==> config.mk <==
export PLATFORM = sky130hd
export DESIGN_NAME = apu_sample_output_stage_flat
export DESIGN_NICKNAME = d
export VERILOG_FILES = /design/src/rtl/apu_sample_output_stage_if.sv /design/src/rtl/apu_sample_output_stage.sv /design/src/flat_wrapper.sv
export SDC_FILE = /design/constraint.sdc
export NUM_CORES = 1
export LEC_CHECK = 0
export BUFFER_PORTS_ARGS = -buffer_cell sky130_fd_sc_hd__buf_2
export CORE_ASPECT_RATIO = 1.4
export CORE_UTILIZATION = 50
export CTS_CLUSTER_SIZE = 12
export DETAILED_ROUTE_END_ITERATION = 8
export GPL_TIMING_DRIVEN = 1
export HOLD_SLACK_MARGIN = 0.1
export PLACE_DENSITY = 0.75
export REMOVE_ABC_BUFFERS = 1
export SYNTH_ARGS = -nofsm -noshare
export SYNTH_HDL_FRONTEND = slang
export SYNTH_SLANG_ARGS = --single-unit
==> constraint.sdc <==
create_clock -name i_clk -period 5.8 [get_ports i_clk]
set_input_delay 0.87 -clock i_clk [delete_from_list [all_inputs] [get_ports i_clk]]
set_output_delay 0.87 -clock i_clk [all_outputs]
set_load 0.01 [all_outputs]
==> src/rtl/apu_sample_output_stage_if.sv <==
// Output stream of the APU sample stage: show-ahead head sample with valid/ready handshake.
interface apu_sample_output_stage_if #(
  parameter int unsigned OUT_WIDTH = 8
);
  logic                 valid;
  logic [OUT_WIDTH-1:0] sample;
  logic                 ready;

  modport master (output valid, output sample, input ready);
  modport slave  (input valid, input sample, output ready);
endinterface

==> src/rtl/apu_sample_output_stage.sv <==
// APU sample output stage: box-car decimation, Q2.2 gain with saturation, show-ahead FIFO.
module apu_sample_output_stage #(
  parameter int unsigned IN_WIDTH        = 9,
  parameter int unsigned OUT_WIDTH       = 8,
  parameter int unsigned DECIM_LOG2      = 5,
  parameter int unsigned FIFO_DEPTH_LOG2 = 4
) (
  input  logic                       i_clk,
  input  logic                       i_reset,
  input  logic                       i_sample_valid,
  input  logic [IN_WIDTH-1:0]        i_sample,
  input  logic [3:0]                 i_gain,
  apu_sample_output_stage_if.master  stream,
  output logic [FIFO_DEPTH_LOG2:0]   o_fill,
  output logic                       o_overflow,
  input  logic                       i_clear_overflow
);

  localparam int unsigned ACC_W    = IN_WIDTH + DECIM_LOG2;
  localparam int unsigned CNT_W    = (DECIM_LOG2 > 0) ? DECIM_LOG2 : 1;
  localparam int unsigned PROD_W   = IN_WIDTH + 4;
  localparam int unsigned SCALED_W = IN_WIDTH + 2;
  localparam int unsigned PTR_W    = FIFO_DEPTH_LOG2;
  localparam int unsigned FILL_W   = FIFO_DEPTH_LOG2 + 1;
  localparam int unsigned DEPTH    = 1 << FIFO_DEPTH_LOG2;

  localparam logic [CNT_W-1:0]    CNT_LAST  = CNT_W'((1 << DECIM_LOG2) - 1);
  localparam logic [SCALED_W-1:0] OUT_MAX   = SCALED_W'((64'd1 << OUT_WIDTH) - 64'd1);
  localparam logic [FILL_W-1:0]   FILL_FULL = FILL_W'(DEPTH);
  localparam logic [FILL_W-1:0]   FILL_ONE  = FILL_W'(1);

  // Decimating accumulator
  logic [ACC_W-1:0]    acc;
  logic [ACC_W-1:0]    sum;
  logic [CNT_W-1:0]    cnt;
  logic                last;
  logic                s1_valid;
  logic [IN_WIDTH-1:0] s1_avg;

  assign sum  = acc + ACC_W'(i_sample);
  // With no decimation cnt is pinned at 0, so every sample is the last one.
  assign last = (cnt == CNT_LAST);

  always_ff @(posedge i_clk) begin
    if (i_reset) begin
      acc      <= '0;
      cnt      <= '0;
      s1_valid <= 1'b0;
      s1_avg   <= '0;
    end else begin
      s1_valid <= i_sample_valid && last;
      if (i_sample_valid) begin
        if (last) begin
          acc    <= '0;
          cnt    <= '0;
          s1_avg <= IN_WIDTH'(sum >> DECIM_LOG2);
        end else begin
          acc <= sum;
          cnt <= cnt + 1'b1;
        end
      end
    end
  end

  // Gain and saturation
  logic [PROD_W-1:0]    prod;
  logic [SCALED_W-1:0]  scaled;
  logic [OUT_WIDTH-1:0] sat;
  logic                 s2_valid;
  logic [OUT_WIDTH-1:0] s2_out;

  assign prod   = PROD_W'(s1_avg) * PROD_W'(i_gain);
  assign scaled = SCALED_W'(prod >> 2);
  assign sat    = (scaled > OUT_MAX) ? '1 : scaled[OUT_WIDTH-1:0];

  always_ff @(posedge i_clk) begin
    if (i_reset) begin
      s2_valid <= 1'b0;
      s2_out   <= '0;
    end else begin
      s2_valid <= s1_valid;
      s2_out   <= sat;
    end
  end

  // Show-ahead FIFO
  logic [OUT_WIDTH-1:0] mem [DEPTH];
  logic [PTR_W-1:0]     wr_ptr;
  logic [PTR_W-1:0]     rd_ptr;
  logic [PTR_W-1:0]     rd_next;
  logic [FILL_W-1:0]    fill;
  logic [OUT_WIDTH-1:0] head;
  logic                 overflow;
  logic                 pop;
  logic                 push;
  logic                 drop;

  assign pop     = (fill != '0) && stream.ready;
  assign push    = s2_valid && ((fill != FILL_FULL) || pop);
  assign drop    = s2_valid && !push;
  assign rd_next = rd_ptr + 1'b1;

  always_ff @(posedge i_clk) begin
    if (!i_reset && push) begin
      mem[wr_ptr] <= s2_out;
    end
  end

  // head is a register rather than mem[rd_ptr] so it keeps the last popped
  // value once the FIFO drains and reads 0 after reset.
  always_ff @(posedge i_clk) begin
    if (i_reset) begin
      wr_ptr   <= '0;
      rd_ptr   <= '0;
      fill     <= '0;
      head     <= '0;
      overflow <= 1'b0;
    end else begin
      if (push) begin
        wr_ptr <= wr_ptr + 1'b1;
      end
      if (pop) begin
        rd_ptr <= rd_next;
      end
      case ({push, pop})
        2'b10:   fill <= fill + 1'b1;
        2'b01:   fill <= fill - 1'b1;
        default: fill <= fill;
      endcase
      if (fill == '0) begin
        if (push) begin
          head <= s2_out;
        end
      end else if (pop) begin
        if (fill == FILL_ONE) begin
          if (push) begin
            head <= s2_out;
          end
        end else begin
          head <= mem[rd_next];
        end
      end
      if (drop) begin
        overflow <= 1'b1;
      end else if (i_clear_overflow) begin
        overflow <= 1'b0;
      end
    end
  end

  assign stream.valid  = (fill != '0);
  assign stream.sample = head;
  assign o_fill        = fill;
  assign o_overflow    = overflow;

endmodule

==> src/flat_wrapper.sv <==
// flat-port wrapper written by rule: the top's interface ports become plain ports
module apu_sample_output_stage_flat 
#(
  parameter int unsigned IN_WIDTH        = 9,
  parameter int unsigned OUT_WIDTH       = 8,
  parameter int unsigned DECIM_LOG2      = 5,
  parameter int unsigned FIFO_DEPTH_LOG2 = 4
)
  (i_clk, i_reset, i_sample_valid, i_sample, i_gain, o_fill, o_overflow, i_clear_overflow, stream_valid, stream_sample, stream_ready);
  apu_sample_output_stage_if #(.OUT_WIDTH(OUT_WIDTH)) stream_i ();
  input  logic i_clk;
  input  logic i_reset;
  input  logic i_sample_valid;
  input  logic [IN_WIDTH-1:0] i_sample;
  input  logic [3:0] i_gain;
  output logic [FIFO_DEPTH_LOG2:0] o_fill;
  output logic o_overflow;
  input  logic i_clear_overflow;
  output wire logic [$bits(stream_i.valid)-1:0] stream_valid;
  output wire logic [$bits(stream_i.sample)-1:0] stream_sample;
  input wire logic [$bits(stream_i.ready)-1:0] stream_ready;
  assign stream_valid = stream_i.valid;
  assign stream_sample = stream_i.sample;
  assign stream_i.ready = stream_ready;
  apu_sample_output_stage #(.IN_WIDTH(IN_WIDTH), .OUT_WIDTH(OUT_WIDTH), .DECIM_LOG2(DECIM_LOG2), .FIFO_DEPTH_LOG2(FIFO_DEPTH_LOG2)) u_core (.i_clk(i_clk), .i_reset(i_reset), .i_sample_valid(i_sample_valid), .i_sample(i_sample), .i_gain(i_gain), .stream(stream_i), .o_fill(o_fill), .o_overflow(o_overflow), .i_clear_overflow(i_clear_overflow));
endmodule
# Word-level counts from Yosys, hierarchy flattened
# Memory sizes are Yosys's and may differ from the RTL's.
# Cells that the tools add are included.
# op_classes
add_sub_neg	6
multipliers	1
magnitude_cmp	1
eq_ne	5
mux	12
n_reduce_logical	14
# op_table
cell	count
8-bit two-way mux	5
14-bit by 9-bit adder with 14-bit output	1
14-bit two-way mux	1
9-bit by 4-bit multiplier with 13-bit output	1
11-bit by 8-bit greater-than comparator with 1-bit output (second input constant)	1
5-bit by 1-bit adder with 5-bit output (second input constant)	2
5-bit case mux with 2 select lines	1
4-bit by 1-bit adder with 4-bit output (second input constant)	2
2-bit nonzero test	3
5-bit by 1-bit equality test with 1-bit output (second input constant)	1
5-bit equality test (second input constant)	1
1-bit logical AND	5
5-bit zero test	1
5-bit two-way mux	1
5-bit inequality test (second input constant)	1
5-bit nonzero test	1
5-bit by 1-bit subtractor with 5-bit output (second input constant)	1
1-bit two-way mux	4
2-bit by 1-bit equality test with 1-bit output (second input constant)	1
2-bit equality test (second input constant)	1
1-bit zero test	2
2-bit AND reduction	1
1-bit logical OR	1
# word_totals
ff_bits	60
mem_bits_rw	128
inputBits	18
memories	1
# mem_list
name	depth	width	read_ports	rd_ports_with_merged_regs	write_ports	line	rtl
u_core.mem	16	8	1	0	1	apu_sample_output_stage.sv:87	logic [OUT_WIDTH-1:0] mem [DEPTH];

# Depth between registers and ports, before layout
# logic_depth
depth_word	8
ltp_mapped	12
mapped_depth_nobuf	12

# Worst setup path before layout
# Ideal clock, no wire load.
# synth_timing
path_kind	in2reg
from	input i_gain[3]
to	register u_core.s2_out[0]
setup_ps	134
arrival_ps	3637
t_required_ps	5666
path_slack_ps	2029
stages	11
path_buffers	0
path_cell_list	nand2_1 fa_1 inv_1 fa_1 fa_1 a211oi_2 o21ai_2 a31o_1 a21oi_2 xor2_2 a31oi_1
# synth_via
elab_chain_len	3
# synth_rtl
element	line	rtl
from (decl)	flat_wrapper.sv:15	input logic [3:0] i_gain;
9-bit by 4-bit multiplier with 13-bit output	apu_sample_output_stage.sv:72	assign prod = PROD_W'(s1_avg) * PROD_W'(i_gain);
11-bit by 8-bit greater-than comparator with 1-bit output	apu_sample_output_stage.sv:74	assign sat = (scaled > OUT_MAX) ? '1 : scaled[OUT_WIDTH-1:0];
8-bit two-way mux	apu_sample_output_stage.sv:74	
to (signal assigned)	apu_sample_output_stage.sv:82	s2_out <= sat;
to (decl)	apu_sample_output_stage.sv:70	logic [OUT_WIDTH-1:0] s2_out;
# Every way passes these cells.
# A chain may end at the register's enable or synchronous reset.

# Final worst setup path
# layout_timing
from	input i_gain[3]
to	register u_core.s2_out[1]
# layout_via
elab_chain_len	3
# layout_rtl
element	line
9-bit by 4-bit multiplier with 13-bit output (*)	apu_sample_output_stage.sv:72
11-bit by 8-bit greater-than comparator with 1-bit output	apu_sample_output_stage.sv:74
8-bit two-way mux (*)	apu_sample_output_stage.sv:74
# Every way passes the cells marked *; elsewhere a longest branch is shown, timed or not.

==> load_flow_metrics.sql <==
INSERT INTO impl_metrics (metric_group, metric, value, unit) VALUES
('route', 'drt-wirelength-per-cell', '18.8', 'µm'),
('sta', 'post_route_clock_period_utilization', '64.8', '%'),
('sta', 'timing.setup.tns', '0', 'ns'),
('synthesis', 'yosysTopAreaCellShare', '42.7', '%'),
('sta', 'maxClockFrequency', '266', 'MHz'),
('synthesis', 'ys_ff_latch', '188', ''),
('setup_path', 'required', '6.07', 'ns'),
('clocking', 'cts_resized', '0', ''),
('synthesis', 'largest_family_of_logic_cells_by_synthesized_area', 'simple AND/OR/NAND/NOR gates', ''),
('synthesis', 'ys_async_sr_fraction', '0', '%'),
('synthesis', 'syn_area', '9000', 'µm²'),
('die', 'core', '17500', 'µm²'),
('synthesis', 'synth_adder_area_share', '8.34', '%'),
('sta', 'relSlewSlack', '15.2', '%'),
('global_routing', 'track_usage', '21.1', '%'),
('synthesis', 'synthSimpleGateAreaFrac', '11.8', '%'),
('setup_path', 'timing.rr.end', 'u_core.s2_out[1]', ''),
('synthesis', 'synthXorXnorAreaFrac', '2.52', '%'),
('setup_path', 'critical_path.max_fanout', '9', ''),
('sta', 'report.final.slew_viol_count', '0', ''),
('route', 'finalWirelength', '18500', 'µm'),
('place', 'placedCellCount', '954', ''),
('clocking', 'cts.path.max_buffers', '2', ''),
('cells_and_area', 'instances_no_fill', '986', ''),
('route', 'detail_route.vias_per_cell', '5.77', ''),
('global_routing', 'grt_max_degree', '62', ''),
('outcome', 'status', 'completed', ''),
('synthesis', 'syn_area_per_cell', '12.7', 'µm²'),
('die', 'rows', '57', ''),
('clocking', 'cts_hold_repair.buffers', '0', ''),
('global_routing', 'antenna_found_initial', '0', ''),
('sta', 'setup_viol_count_final', '0', ''),
('clocking', 'maximum_level_of_the_cts_h_tree', '4', ''),
('clocking', 'cts_tree', 'yes', ''),
('synthesis', 'netlist.top_cell.by_area', 'sky130_fd_sc_hd__edfxtp_1', ''),
('die', 'initial_standard_cell_utilization_of_the_core', '51.5', '%'),
('die', 'die_width', '115', 'µm'),
('synthesis', 'postSynthCellCount', '710', ''),
('sta', 'grt_setup_unrepaired', 'false', ''),
('setup_path', 'worst_setup_path_start_kind', 'primary input', ''),
('power', 'power.static_leakage', '0.00401', 'µW'),
('worst_hold_path', 'timing.hold.worst_path_depth', '1', ''),
('synthesis', 'synth_compound_area_share', '9.87', '%'),
('route', 'number_of_drc_violations_after_detailed_routing', '0', ''),
('power', 'ir_worst_vdd', '0.169', 'mV'),
('global_routing', 'grt-ovfl-total', '0', ''),
('route', 'drt_first_pass_iters', '5', ''),
('synthesis', 'ys_seq_area_share', '56.1', '%'),
('cells_and_area', 'final_nets', '806', ''),
('global_routing', 'vias_in_the_first_global_route', '5892', ''),
('clocking', 'cts-root-buf', 'sky130_fd_sc_hd__clkbuf_16', ''),
('synthesis', 'synth_flop_cell', 'sky130_fd_sc_hd__edfxtp_1', ''),
('clocking', 'clk_pin_slew', '0.06', 'ns'),
('cells_and_area', 'antenna-diode-count', '0', ''),
('global_routing', 'grt_first_pass_wirelength', '29600', 'µm'),
('setup_path', 'reg2reg_setup_slack', '2.26', 'ns'),
('cells_and_area', 'area_growth', '10.9', '%'),
('place', 'hpwl', '12600', 'µm'),
('synthesis', 'post_synth_mux_area_share', '8.34', '%'),
('clocking', 'cts-buffers-inserted', '17', ''),
('synthesis', 'synth_top_cells_by_area', 'sky130_fd_sc_hd__edfxtp_1, sky130_fd_sc_hd__dfxtp_1, sky130_fd_sc_hd__mux4_2, sky130_fd_sc_hd__ha_1, sky130_fd_sc_hd__fa_1', ''),
('place', 'gp_congestion', '0.915', ''),
('setup_path', 'timing.rr.start', 'u_core.s1_avg[0]', ''),
('synthesis', 'synth_enable_flop_cells', '128', ''),
('synthesis', 'yosys.cell_count.top_type', 'sky130_fd_sc_hd__edfxtp_1', ''),
('clocking', 'cts_setup_buffers', '0', ''),
('worst_hold_path', 'min-delay-start', 'u_core.s1_valid', ''),
('sta', 'timing.final.hold_violations', '0', ''),
('route', 'postRouteAntennaNets', '0', ''),
('sta', 'fin_worst_skew', '0.0149', 'ns'),
('sta', 'min_period', '3.76', 'ns');
## registers in the layout, summed over array words and instances, names as in the netlist
register              cells
u_core.wr_ptr             4
u_core.s1_avg             9
u_core.rd_ptr             4
u_core.s2_out             8
u_core.s1_valid           1
u_core.mem              128
u_core.cnt                5
u_core.o_fill             5
u_core.s2_valid           1
u_core.acc               14
u_core.o_overflow         1
u_core.stream.sample      8
## metal layers
metal  wire length (µm)  vias to the layer above  GRT usage (%)
li1                   -                     2690              -
met1               7420                     2820           24.0
met2              10000                      150           39.1
met3                729                       28           3.70
met4                352                        0           7.44
met5                  0                        -              0
## worst max path at each step
stage	depth (start not counted)	end	slack, ns	from
2_1_floorplan	11	u_core.s2_out[0]	2.03	i_gain[3]
3_3_place_gp	12	u_core.s2_out[1]	1.73	i_gain[3]
3_5_place_dp	12	u_core.s2_out[1]	1.62	i_gain[3]
4_1_cts	12	u_core.s2_out[1]	2.03	i_gain[3]
5_1_grt	12	u_core.s2_out[1]	1.83	i_gain[3]
6_report	12	u_core.s2_out[1]	2.04	i_gain[3]
## cell families (layout without fill, tap and decap cells)
logic type	count (synthesis)	count (layout)
muxes	35	35
DFF	188	188
xor gates and xnor gates	25	25
AOI/OAI and AO/OA	127	127
adders and majority gates	51	51
buffers and inverters	67	107
and+or+nand+nor	217	217
## critical path, cell delays in order
cell and delay, ns:
sky130_fd_sc_hd__buf_2 0.14, sky130_fd_sc_hd__nand2_1 0.09, sky130_fd_sc_hd__fa_1 0.53, sky130_fd_sc_hd__inv_1 0.06
sky130_fd_sc_hd__fa_1 0.53, sky130_fd_sc_hd__fa_1 0.51, sky130_fd_sc_hd__a211oi_2 0.27, sky130_fd_sc_hd__o21ai_2 0.13
sky130_fd_sc_hd__a31o_1 0.24, sky130_fd_sc_hd__a21oi_2 0.18, sky130_fd_sc_hd__xor2_2 0.32, sky130_fd_sc_hd__a31oi_1 0.15
## placed cells by master, fill, tap and decap left out, types with 3 or more instances in the layout
cell	count
sky130_fd_sc_hd__edfxtp_1	128
sky130_fd_sc_hd__nand2_1	64
sky130_fd_sc_hd__nor2_1	59
sky130_fd_sc_hd__dfxtp_1	59
sky130_fd_sc_hd__inv_1	39
sky130_fd_sc_hd__ha_1	36
sky130_fd_sc_hd__mux4_2	32
sky130_fd_sc_hd__buf_2	32
sky130_fd_sc_hd__a21oi_1	30
sky130_fd_sc_hd__and2_1	29
sky130_fd_sc_hd__nand3_1	18
sky130_fd_sc_hd__clkbuf_16	17
sky130_fd_sc_hd__a31oi_1	15
sky130_fd_sc_hd__xor2_1	15
sky130_fd_sc_hd__fa_1	15
sky130_fd_sc_hd__o21ai_0	14
sky130_fd_sc_hd__o211a_1	9
sky130_fd_sc_hd__xnor2_1	9
sky130_fd_sc_hd__a311oi_1	8
sky130_fd_sc_hd__nor2b_1	6
sky130_fd_sc_hd__or3_1	6
sky130_fd_sc_hd__a211oi_1	5
sky130_fd_sc_hd__nor3_1	5
sky130_fd_sc_hd__o21ai_1	5
sky130_fd_sc_hd__nand2b_1	5
sky130_fd_sc_hd__nand4_1	5
sky130_fd_sc_hd__o32ai_1	5
sky130_fd_sc_hd__o21bai_1	4
sky130_fd_sc_hd__o21a_1	4
sky130_fd_sc_hd__a21o_1	4
sky130_fd_sc_hd__nand3b_1	4
sky130_fd_sc_hd__and3_1	4
sky130_fd_sc_hd__bufinv_16	4
sky130_fd_sc_hd__buf_4	4
sky130_fd_sc_hd__mux2i_1	3
sky130_fd_sc_hd__o211ai_1	3
sky130_fd_sc_hd__a22oi_1	3
sky130_fd_sc_hd__inv_6	3
sky130_fd_sc_hd__clkinvlp_4	3
## report_power, final
group	internal [µW]	switching, µW
clock network	722	494
logic	207	288
registers	1460	32.1
total	2390	814
## area by class of cell
cell class                      instances  area [µm²]
Timing Repair Buffer                   36         190
Multi-Input combinational cell        455        3680
Sequential cell                       188        5050
Fill cell                            1413        7500
Inverter                               39         146
Clock inverter                         14         190
Clock buffer                           18         429
Tap cell                              236         295
## through the flow
stage	hold slack [ns]	utilization (%)	total power (µW)	worst slack, ns	area, µm²
2_1_floorplan	0.414	-	1870	2.03	8870
3_3_place_gp	0.443	53.6	2000	1.73	9360
3_5_place_dp	0.447	53.6	2010	1.62	9360
4_1_cts	0.459	57.1	3210	2.03	9980
5_1_grt	0.471	57.1	3320	1.83	9980
6_report	0.454	57.1	3200	2.04	9980
No activity file was read; power rests on OpenSTA's default activity.
